$ cat src/rtl/vga_image_fetch.sv
// Pixel-fetch stage behind the 640x480 timing controller: places a stored image window on screen,
// reads it from a double-buffered BRAM, and keeps sync/blank aligned with the returned RGB.
module vga_image_fetch #(
    parameter int          IMG_W       = 128,
    parameter int          IMG_H       = 128,
    parameter int          X0          = 256,
    parameter int          Y0          = 176,
    parameter int          SCALE_SHIFT = 0,
    parameter int          MEM_LAT     = 1,
    parameter int          ADDR_W      = 15,
    parameter int          VLINES      = 480,
    parameter logic [7:0]  BG_COLOR    = 8'h00
) (
    input  logic              pixel_clk,
    input  logic              rst,
    input  logic [10:0]       hcounter,
    input  logic [10:0]       vcounter,
    input  logic              HS_in,
    input  logic              VS_in,
    input  logic              blank_in,
    output logic [ADDR_W-1:0] mem_addr,
    output logic              mem_en,
    input  logic [7:0]        mem_data,
    input  logic              swap_req,
    output logic              swap_ack,
    output logic              wr_bank,
    output logic [7:0]        rgb,
    output logic              HS_out,
    output logic              VS_out,
    output logic              blank_out
);

    localparam int                L         = MEM_LAT + 2;
    localparam int                COL_W     = $clog2(IMG_W);
    localparam logic [11:0]       X_LO      = 12'(X0);
    localparam logic [11:0]       X_HI      = 12'(X0 + (IMG_W << SCALE_SHIFT));
    localparam logic [11:0]       Y_LO      = 12'(Y0);
    localparam logic [11:0]       Y_HI      = 12'(Y0 + (IMG_H << SCALE_SHIFT));
    localparam logic [ADDR_W-1:0] BANK_SIZE = ADDR_W'(IMG_W * IMG_H);
    localparam logic [10:0]       VLINE_C   = 11'(VLINES);

    logic [11:0]       h_s;
    logic [11:0]       v_s;
    logic [11:0]       col_s;
    logic [11:0]       row_s;
    logic              in_win_s;
    logic              swap_now_s;

    logic [ADDR_W-1:0] mem_addr_q, mem_addr_d;
    logic [MEM_LAT:0]  win_sr_q;
    logic [L-1:0]      hs_sr_q;
    logic [L-1:0]      vs_sr_q;
    logic [L-1:0]      blank_sr_q;
    logic [7:0]        rgb_q, rgb_d;
    logic              disp_bank_q;
    logic              swap_ack_q;
    logic              swap_pend_q, swap_pend_d;

    assign h_s   = {1'b0, hcounter};
    assign v_s   = {1'b0, vcounter};
    assign col_s = (h_s - X_LO) >> SCALE_SHIFT;
    assign row_s = (v_s - Y_LO) >> SCALE_SHIFT;

    // Window test and bank-swap decision on the incoming counters
    always_comb begin
        in_win_s   = 1'b0;
        swap_now_s = 1'b0;
        if ((h_s >= X_LO) && (h_s < X_HI) && (v_s >= Y_LO) && (v_s < Y_HI)) begin
            in_win_s = 1'b1;
        end else begin
            in_win_s = 1'b0;
        end
        // A request latched earlier in the frame is honoured at the first invisible line
        if ((hcounter == 11'd0) && (vcounter == VLINE_C) && (swap_req || swap_pend_q)) begin
            swap_now_s = 1'b1;
        end else begin
            swap_now_s = 1'b0;
        end
    end

    // Next-state values for address, pending swap and output colour
    always_comb begin
        mem_addr_d  = mem_addr_q;
        swap_pend_d = swap_pend_q;
        rgb_d       = BG_COLOR;
        if (in_win_s) begin
            mem_addr_d = (disp_bank_q ? BANK_SIZE : {ADDR_W{1'b0}})
                       + (ADDR_W'(row_s) << COL_W)
                       + ADDR_W'(col_s);
        end else begin
            mem_addr_d = mem_addr_q;
        end
        if (swap_now_s) begin
            swap_pend_d = 1'b0;
        end else begin
            swap_pend_d = swap_pend_q | swap_req;
        end
        // Blank and window flag are taken at the stage where mem_data is valid
        if (blank_sr_q[L-2]) begin
            rgb_d = 8'h00;
        end else if (win_sr_q[MEM_LAT]) begin
            rgb_d = mem_data;
        end else begin
            rgb_d = BG_COLOR;
        end
    end

    // Address stage, memory-aligned delay lines, output register and bank state
    always_ff @(posedge pixel_clk or posedge rst) begin
        if (rst) begin
            mem_addr_q  <= {ADDR_W{1'b0}};
            win_sr_q    <= {(MEM_LAT+1){1'b0}};
            hs_sr_q     <= {L{1'b1}};
            vs_sr_q     <= {L{1'b1}};
            blank_sr_q  <= {L{1'b1}};
            rgb_q       <= 8'h00;
            disp_bank_q <= 1'b0;
            swap_ack_q  <= 1'b0;
            swap_pend_q <= 1'b0;
        end else begin
            mem_addr_q  <= mem_addr_d;
            win_sr_q    <= {win_sr_q[MEM_LAT-1:0], in_win_s};
            hs_sr_q     <= {hs_sr_q[L-2:0], HS_in};
            vs_sr_q     <= {vs_sr_q[L-2:0], VS_in};
            blank_sr_q  <= {blank_sr_q[L-2:0], blank_in};
            rgb_q       <= rgb_d;
            disp_bank_q <= disp_bank_q ^ swap_now_s;
            swap_ack_q  <= swap_now_s;
            swap_pend_q <= swap_pend_d;
        end
    end

    assign mem_addr  = mem_addr_q;
    assign mem_en    = win_sr_q[0];
    assign rgb       = rgb_q;
    assign HS_out    = hs_sr_q[L-1];
    assign VS_out    = vs_sr_q[L-1];
    assign blank_out = blank_sr_q[L-1];
    assign swap_ack  = swap_ack_q;
    assign wr_bank   = ~disp_bank_q;

endmodule

$ cat config.mk
export PLATFORM = sky130hd
export DESIGN_NAME = vga_image_fetch
export DESIGN_NICKNAME = d
export VERILOG_FILES = /design/src/rtl/vga_image_fetch.sv
export SDC_FILE = /design/constraint.sdc
export NUM_CORES = 1
export LEC_CHECK = 0
export ABC_AREA = 1
export BUFFER_PORTS_ARGS = -buffer_cell sky130_fd_sc_hd__buf_4
export CAP_MARGIN = 20
export CORE_MARGIN = 8
export CORE_UTILIZATION = 50
export DETAILED_ROUTE_END_ITERATION = 6
export PLACE_DENSITY = 0.77
export REMOVE_ABC_BUFFERS = 1
export SLEW_MARGIN = 20
export SYNTH_ARGS = -nofsm -noshare
export SYNTH_HDL_FRONTEND = slang
export SYNTH_SLANG_ARGS = --single-unit
$ cat constraint.sdc
create_clock -name pixel_clk -period 1.24 [get_ports pixel_clk]
set_input_delay 0.186 -clock pixel_clk [delete_from_list [all_inputs] [get_ports pixel_clk]]
set_output_delay 0.186 -clock pixel_clk [all_outputs]
set_load 0.005 [all_outputs]
==> key figures <==
Detailed routing
  • Vias: about 1700
  • Avg Vias per Cell: between 4 and 5
  • Post-DR wirelength/cell: around 14 um
  • Post-Route WL: ~5000 um
  • DRT Pass-1 Iters: 4
  • DRC viols: 0
  • Initial DRC count: 53
  • Final ANT Viol Nets: 0

Finish
  • Commonest non-fill, non-tap cells in the layout: buf_4 (84), nand2_1 (51), dfrtp_1 (28)
  • Cell area after layout: roughly 0.0029 mm^2
  • Most common cell after layout, fill and taps aside: buf_4
  • Layout area overhead: 51.7%
  • Layout cells sized above 1: between 50% and 60%
  • ANT cells: 0
  • Final net count: roughly 360

Clocking
  • H-tree levels: 2
  • CTS tree: built
  • Clk root buf: clkbuf_8
  • Clock Latency Late Sink: between 200 and 300 ps
  • Clock slew at reported path FFs: ~70 ps
  • # clock sinks: 37
  • CTS Buf Count: 5
  • Clk buf depth: 2

GRT
  • First-pass GRT wire length: 7530 um
  • Largest net degree at the start of global routing: 38
  • Total Routing Usage GR: 15.5%
  • Grt total ovfl: 0
  • Initial antenna violation count: 0
  • Vias in the first global route: 1677

Logic synthesis
  • Post-Syn Instances: between 200 and 250
  • Synth Register Bits: 37
  • Cell variety after synth: 26
  • Mux contribution to synthesized area: 0%
  • Sequential area share after synthesis: 48.7%
  • Largest family of logic cells by synthesized area: simple AND/OR/NAND/NOR gates
  • Post-Synth Adder-Cell Area: between 6 and 7%
  • Synth Area in Simple Gates: 30.5%
  • Ys flop type: dfrtp_1
  • XOR/XNOR Fraction of Synth Area: around 1.8%
  • FFs w/ async S/R, synth: 100%
  • Compound-Gate Fraction of Synth Area: roughly 5%
  • Number of synthesized flops with an enable pin: 0
  • Mapped Avg Cell Area: 8.99 um^2
  • Cell Area, Synth: around 0.0019 mm^2
  • Ys Warns: 0

Placement
  • GPL Wtd Cong: roughly 0.9
  • Detailed placement HPWL: roughly 3600 um
  • Port Buffers: 64
  • Placed cell area: 0.00263 mm^2

STA
  • Final setup TNS: -539 ps
  • Final Slew Violations: 0
  • Period utilization: 115%
  • Setup WS post-layout: -185 ps
  • Worst slew pin tran: between 300 and 400 ps
  • Post-route minimum period: 1420 ps
  • Skew final: roughly 2.4 ps
  • RSZ-0062 raised after global routing: true
  • Final Hold Fails: 0
  • Slew margin rel.: between 70% and 80%
  • Final setup fails: 4
  • Max Fclk: around 700 MHz

Worst setup path
  • Setup crit start kind: primary input
  • Reg2reg path depth: 6
  • Largest fanout on the critical path: 4
  • Worst endpoint required time: roughly 1400 ps
  • Crit-path most repeated cell: nor2_1
  • Delay-heaviest family, CP: simple AND/OR/NAND/NOR gates
  • RR Endpoint: mem_addr[14]
  • Worst R2R Setup Slack: 270 ps
  • Slowest-stage cell, CP: nor2_1
  • CP peak stage delay: approximately 250 ps
  • Critical Path AT: between 1500 and 2000 ps
  • Critical Path Sink Type: register
  • Buffers & Inverters on Critical Path: 3
  • Crit-path cells: buf_8 -> buf_4 -> nor3_4 -> ha_4 -> inv_1 -> nor2_1 -> nand3_2 -> nand4_1 -> nand2_1 -> nor2_1 -> nor2_1
  • Crit Reg-Reg Startpoint: disp_bank_q
  • Critical path class: primary input to register

Floorplan
  • Row Count: 22
  • Core Region: ~0.0037 mm^2
  • Initial Util: 52.1%
  • Die Area: about 0.0061 mm^2
  • Die W: slightly below 80 um
  • Die Span Y: 78.0 um
  • IO Pins: 65

Min path
  • WHS Path Cells: 3
  • Worst Hold Path EP: mem_addr[2]
  • Hold path startpoint: hcounter[2]
  • Min-Delay Path Class: primary input to register

Power and ir drop
  • Peak VDD IR: around 0.64 mV
  • Leakage: roughly 1.5 nW
  • Pwr/cell area: around 1100 mW/mm^2

Status
  • Status: finished with violations
  • Failing checks: setup timing

Flow run
  • MaxCap Viol Count: 0
[timing repair]
action                                  in CTS  in global routing
hold buffers                                 2                  2
endpoints found under the setup margin       5                  6
hold endpoints to repair                    29                  2
pin swaps                                   13                 14
resized for setup                           18                 19
buffers inserted                             0                  1
[routing by layer]
layer	track usage [%]	wire (um)	vias to the layer above
met2	26.1	2530	65
met3	4.67	297	10
li1	-	-	850
met1	17.5	2070	787
met4	7.78	113	0
met5	0	0	-
[worst register-to-register path, cell delays in order, from the launching register on]
cell and delay (ps):
dfrtp_1 400, inv_1 130, nand3_1 90, nand2_1 80
nand2_1 60, nand3_2 60, nand2_1 40
[cells by family (layout without fill, tap and decap cells)]
| logic type | count (synthesis) | in the layout |
|---|---|---|
| buffers and inverters | 32 | 128 |
| DFF | 37 | 37 |
| AOI/OAI and AO/OA | 11 | 11 |
| adders and majority gates | 10 | 10 |
| and+or+nand+nor | 120 | 120 |
| xor gates and xnor gates | 4 | 4 |
[worst max-delay path by stage]
stage,slack (ps),end,cells past startpoint,startpoint
after CTS,-110,mem_addr[14],14,hcounter[9]
after global placement,-580,mem_addr[11],11,hcounter[8]
after floorplan,-460,mem_addr[12],13,hcounter[8]
after global routing,-290,mem_addr[13],11,hcounter[8]
final,-180,mem_addr[13],11,hcounter[8]
after detailed placement,-600,mem_addr[11],11,hcounter[8]
[stage by stage]
| step | hold slack (ps) | instances | setup slack (ps) | power [mW] | utilization (%) |
|---|---|---|---|---|---|
| after global placement | 258 | 345 | -584 | 2.29 | 71.3 |
| final | 111 | 358 | -185 | 3.18 | 79.1 |
| after CTS | 0.0222 | 355 | -110 | 3.14 | 76.0 |
| after detailed placement | 268 | 345 | -596 | 2.31 | 71.3 |
| after global routing | 107 | 358 | -289 | 3.38 | 79.1 |
| after floorplan | 190 | 210 | -464 | 1.84 | - |
[Yosys cell counts (4+ instances only)]
master | instances | area, um^2
dfstp_2 | 9 | 236
nor2_2 | 4 | 25.0
nand2_1 | 58 | 218
ha_1 | 9 | 113
o21ai_2 | 8 | 70.1
nand2_2 | 11 | 68.8
dfrtp_1 | 28 | 701
nand3_1 | 11 | 55.1
nor2_1 | 23 | 86.3
nand4_1 | 4 | 25.0
inv_1 | 26 | 97.6
[where the power goes]
part	switching, mW	internal, mW
sequential	0.0921	1.36
clock	0.392	0.389
combinational	0.429	0.519
[state kept, by name, indices dropped and copies added, names as in the netlist]
signal	flops
swap_ack	1
hs_sr_q	3
rgb	8
blank_sr_q	3
swap_pend_q	1
mem_addr	15
disp_bank_q	1
win_sr_q	2
vs_sr_q	3
[cell type report]
type | instances | area (um^2)
multi-input cells | 145 | 987
flip-flops and latches | 37 | 937
fillers | 263 | 771
repair buffers | 92 | 741
inverters | 28 | 110
clock buffers | 6 | 72.6
well taps | 48 | 60.1
clock inverters | 2 | 10.0
(Power assumes the default switching activity.)
